`src/rtl/id_ex_reg.sv`:
```
`default_nettype none
// +------------------------------------------------------------------------+
// | id_ex_reg : ID/EX pipeline register with bubble insert, hold and        |
// |             late writeback capture. Optional PC save: PCSAVE_EN.        |
// | Revision  : 1.0                                                         |
// +------------------------------------------------------------------------+
module id_ex_reg #(
  parameter int DW = 32,
  parameter int AW = 8
) (
  input  logic          clk,
  input  logic          rstn,
  input  logic          stallE,
  input  logic          flushE,
  input  logic          validD,
  input  logic [DW-1:0] rd1D,
  input  logic [DW-1:0] rd2D,
  input  logic [DW-1:0] signimmD,
  input  logic [5:0]    opD,
  input  logic [4:0]    rsD,
  input  logic [4:0]    rtD,
  input  logic [4:0]    rdD,
  input  logic [4:0]    saD,
  input  logic [AW-1:0] alucontrolD,
  input  logic          regwriteD,
  input  logic          memtoregD,
  input  logic          memwriteD,
  input  logic          alusrcD,
  input  logic          regdstD,
  input  logic          regwriteW,
  input  logic [4:0]    writeregW,
  input  logic [DW-1:0] resultW,
`ifdef PCSAVE_EN
  input  logic [31:0]   pcD,
  input  logic          is_dsD,
  output logic [31:0]   pcE,
  output logic          is_dsE,
`endif
  output logic [DW-1:0] rd1E,
  output logic [DW-1:0] rd2E,
  output logic [DW-1:0] signimmE,
  output logic [5:0]    opE,
  output logic [4:0]    rsE,
  output logic [4:0]    rtE,
  output logic [4:0]    rdE,
  output logic [4:0]    saE,
  output logic [AW-1:0] alucontrolE,
  output logic          regwriteE,
  output logic          memtoregE,
  output logic          memwriteE,
  output logic          alusrcE,
  output logic          regdstE,
  output logic          validE
);

  logic w_wb_live;
  logic w_late_rs;
  logic w_late_rt;

  // Writes to $0 are architecturally discarded, so they never refresh operands.
  assign w_wb_live = regwriteW && (writeregW != 5'd0);
  assign w_late_rs = w_wb_live && (writeregW == rsE);
  assign w_late_rt = w_wb_live && (writeregW == rtE);

  always_ff @(posedge clk) begin
    if (!rstn || flushE) begin
      rd1E        <= '0;
      rd2E        <= '0;
      signimmE    <= '0;
      opE         <= '0;
      rsE         <= '0;
      rtE         <= '0;
      rdE         <= '0;
      saE         <= '0;
      alucontrolE <= '0;
      regwriteE   <= 1'b0;
      memtoregE   <= 1'b0;
      memwriteE   <= 1'b0;
      alusrcE     <= 1'b0;
      regdstE     <= 1'b0;
      validE      <= 1'b0;
`ifdef PCSAVE_EN
      pcE         <= '0;
      is_dsE      <= 1'b0;
`endif
    end else if (stallE) begin
      // Held operands would otherwise miss a writeback that retires during the stall.
      if (w_late_rs) rd1E <= resultW;
      if (w_late_rt) rd2E <= resultW;
    end else begin
      rd1E        <= rd1D;
      rd2E        <= rd2D;
      signimmE    <= signimmD;
      opE         <= opD;
      rsE         <= rsD;
      rtE         <= rtD;
      rdE         <= rdD;
      saE         <= saD;
      alucontrolE <= alucontrolD;
      regwriteE   <= regwriteD & validD;
      memtoregE   <= memtoregD;
      memwriteE   <= memwriteD & validD;
      alusrcE     <= alusrcD;
      regdstE     <= regdstD;
      validE      <= validD;
`ifdef PCSAVE_EN
      pcE         <= pcD;
      is_dsE      <= is_dsD;
`endif
    end
  end

endmodule
`default_nettype wire

```
`config.mk`:
```
export PLATFORM = sky130hd
export DESIGN_NAME = id_ex_reg
export DESIGN_NICKNAME = d
export VERILOG_FILES = /design/src/rtl/id_ex_reg.sv
export SDC_FILE = /design/constraint.sdc
export NUM_CORES = 1
export LEC_CHECK = 0
export ABC_AREA = 1
export ABC_CLOCK_PERIOD_IN_PS = 3000
export CORE_MARGIN = 8
export CORE_UTILIZATION = 40
export DETAILED_ROUTE_END_ITERATION = 8
export GPL_ROUTABILITY_DRIVEN = 0
export PLACE_DENSITY = 0.92
export SLEW_MARGIN = 20
export SYNTH_ARGS = -nofsm -noshare
export SYNTH_HDL_FRONTEND = slang
export SYNTH_SLANG_ARGS = --single-unit
```
`constraint.sdc`:
```
create_clock -name clk -period 3 [get_ports clk]
set_clock_uncertainty 0.05 [all_clocks]
set_input_delay 0.45 -clock clk [delete_from_list [all_inputs] [get_ports clk]]
set_output_delay 0.45 -clock clk [all_outputs]
set_load 0.02 [all_outputs]
```
---- Word-level counts from Yosys, hierarchy flattened ----
Index checks and enable logic that the tools add are counted.
storage, ports and cells
  word-level logic and storage cells ...... 31
  bits in writable memories ............... 0
  latch bits .............................. 0
  ROM bits ................................ 0
  register bits after elaboration ......... 136
  output and inout bits ................... 136
  memories ................................ 0
  input bits .............................. 178
cells by class
  mux-type cells .......................... 4
  shift-type cells ........................ 0
  $add $sub $neg .......................... 0
  div/mod/pow operators ................... 0
  order comparisons ....................... 0
  bitwise gates (word level) .............. 2
  equal/unequal tests ..................... 4
  reduce and logical (&&, ||, !) cells .... 6
  $mul .................................... 0
operators by type and width
  cell                                                              number
  32-bit two-way mux                                                4
  5-bit == test                                                     2
  5-bit nonzero test                                                1
  2-bit by 1-bit != test with 1-bit output (second input constant)  2
  1-bit logical AND                                                 3
  1-bit bitwise AND                                                 2
  1-bit logical NOT                                                 1
  1-bit logical OR                                                  1

---- Logic depth before layout (Yosys ltp) ----
  depth after elaboration ................. 5
  depth in mapped cells ................... 10
  depth with buffers taken out ............ 9

---- Least setup slack after synthesis ----
OpenSTA, ideal clock, no wires.
  path type ............................... flip-flop to flip-flop
  from .................................... register rtE[1]
  to ...................................... register rd2E[11]
  slack ................................... 1571 ps
  cell stages (with the launch flop) ...... 8
  required time ........................... 2835 ps
  path buffers ............................ 1
  period minus slack after synthesis ...... 1429 ps
  arrival time ............................ 1264 ps
  setup time .............................. 115 ps
  cell sequence ........................... dfxtp_1 > xnor2_1 > nand2_1 > nor2_1 > nand2_4 > buf_2 > a21oi_1 > nor2_1
on the way
  cells in the longest elaborated chain, start to end .. 3
RTL lines
  what                                                line  text
  start: declaration                                  44    output logic [4:0] rtE,
  start signal: assignment                            96    rtE <= rtD;
  5-bit == test                                       63    assign w_late_rt = w_wb_live && (writeregW == rtE);
  1-bit logical AND                                   63
  2-bit by 1-bit != test with 1-bit output (no line)  n/a
  end signal: assignment                              89    if (w_late_rt) rd2E <= resultW;
  end signal: assignment                              92    rd2E <= rd2D;
  end: declaration                                    40    output logic [DW-1:0] rd2E,
No other way between the ends.
A chain may end at the register's enable or synchronous reset.

---- Worst setup path after layout ----
  from .................................... register rtE[3]
  to ...................................... output port rtE[3]
No word-level cell between the ends.

==> results.tsv <==
metric	value	unit
ir_drop	0.000318	V
slowest_delay	0.67	ns
ios	314	
clock_latency	0.41	ns
path_max_fanout	3	
power_density	501	nW/um^2
num_antenna_cells	0	
cp-end-kind	output pin	
path_buf_inv	1	
rr_startpoint	rsE[1]	
dr.pass1.iters	5	
wl	21800	microns
grt_overflow	0	
ys_ff_latch	136	
grt_pass1_vias	6441	
rsz0062_at_grt	no	
fmax	497	MHz
antenna_left	0	
antenna_found_initial	0	
core_area	15100	sq um
drive_gt1_share	3.80	%
grt_max_degree	234	
route.detailed.drc	0	
critPathKind	register to output pin	
crit_slowest_cell	clkdlybuf4s50_1	
syn_to_final_growth	60.5	%
cts_buffers	17	
cp.required	2.50	ns
fillers	1271	
synth-seq-area-share	44.4	%
fin_util	65.2	%
worstHoldPathType	register to register	
synthCells	929	
cts_root_buf	clkbuf_16	
drt_iter0_drc	375	
die_h	140	microns
slew_viol_final	0	
htree_levels	4	
nNetsFinal	1377	
viasPerCell	4.82	
synth.avg_cell_area	6.60	sq um
yosys_warnings	0	
grt_usage	21.4	%
crit_chain	clkdlybuf4s50_1	
start_kind	register	
fin_crit_sh	67.0	%
grt_pass1_wl	33500	microns
min_from	opE[1]	
die_width	140	microns
vias	6741	
leakagePower	4.13	nW
die_area	19500	sq um
max_slew_margin	38.0	%
worstPathArrival	1.51	ns
setup_viol	0	
crit_start	rtE[3]	
avgRoutedWirePerCell	15.6	microns
cts_resized	0	
row_count	45	
cts_tree	yes	
netlist_area	6130	sq um
crit_family	buffers and inverters	
postCtsSetupBuffers	0	
start_util	40.6	%
clk_path_buf_depth	2	
portBuffers	313	
worst_slew_pin_slew	0.931	ns
cts_sinks	136	
dp_hpwl	15600	microns
synth_cell_types	19	
syn_nets	1107	
clk_pin_slew_worst_paths	0.06	ns
finalHoldViolations	0	
cap_violations	0	
fin_crit	2.01	ns
outcome	complete, no violations	
hold_buffers	0	
setup-tns-final	0	ns
[through the flow]
step | hold WS (ns) | setup WS (ns) | area (sq um) | power (mW) | std cells
detailed placement | 0.406 | 0.592 | 9210 | 2.80 | 1368
global route | 0.428 | 0.900 | 9830 | 5.14 | 1400
global placement | 0.392 | 0.662 | 9210 | 2.78 | 1368
finish | 0.412 | 0.989 | 9830 | 4.93 | 1400
CTS | 0.414 | 0.955 | 9830 | 4.97 | 1400
floorplan | 0.483 | 1.57 | 6130 | 2.35 | 929
[cells in the mapped netlist, drive strengths merged]
cell type,number,area (sq um)
nand2,374,1420
a21oi,136,681
dfxtp,136,2720
nor2,71,272
inv,69,259
nand3,67,340
buf,43,262
clkbuf,23,86.3
xnor2,7,61.3
xor2,2,17.5
o21ai,1,5.00
[cells in the final DEF, fill, tap and decap left out, drive strengths merged]
cell type      count
a21oi            136
buf                5
bufinv             3
clkbuf            17
clkdlybuf4s50    312
clkinv             3
clkinvlp           3
dfxtp            136
inv               75
nand2            374
nand3             67
nor2              71
o21ai              1
xnor2              7
xor2               2
[cell families after synthesis]
| family | count (synthesis) | synth area share (%) |
|---|---|---|
| AND/OR/NAND/NOR | 512 | 33.2 |
| buffers and inverters | 135 | 9.90 |
| AO/OA/AOI/OAI | 137 | 11.2 |
| flip-flops | 136 | 44.4 |
| XOR/XNOR | 9 | 1.29 |
[registers in the layout, summed over array words and instances, names as in the netlist]
name / count
rdE: 5
regwriteE: 1
regdstE: 1
rtE: 5
signimmE: 32
alusrcE: 1
memtoregE: 1
rsE: 5
saE: 5
rd1E: 32
opE: 6
alucontrolE: 8
validE: 1
rd2E: 32
memwriteE: 1
[layout make-up]
type | instances | area [sq um] | share of cell area [%]
timing repair buffer | 317 | 3190 | 32.4
multi-input combinational | 658 | 2810 | 28.5
sequential | 136 | 2720 | 27.7
clock buffer | 17 | 425 | 4.33
inverter | 69 | 264 | 2.69
tap | 188 | 235 | 2.39
clock inverter | 15 | 190 | 1.93
[worst paths after layout]
kind	end	slack [ns]	depth (start not counted)
worst min-delay path	opE[1]	0.41	2
worst max-delay path	rtE[3]	0.99	1
worst max register to register	rd1E[23]	1.26	6
worst min register to register	opE[1]	0.41	2
[worst min-delay path: stages (launching register included)]
cell	delay, ns
dfxtp_1	0.31
nand2_1	0.06
a21oi_1	0.05
[where the power goes]
part / internal, mW / total [mW] / switching (mW)
logic: 0.434 / 0.843 / 0.409
clock network: 1.33 / 2.17 / 0.844
registers: 1.88 / 1.91 / 0.0377
[routing by layer]
| layer | vias to the layer above | track usage [%] | wire [microns] |
|---|---|---|---|
| met3 | 31 | 10.0 | 2320 |
| met2 | 275 | 36.4 | 10500 |
| met1 | 3004 | 22.7 | 8520 |
| met4 | 0 | 7.60 | 464 |
| li1 | 3431 | - | - |
| met5 | - | 0 | 0 |
Note: power is estimated with default switching activity, not from simulation.
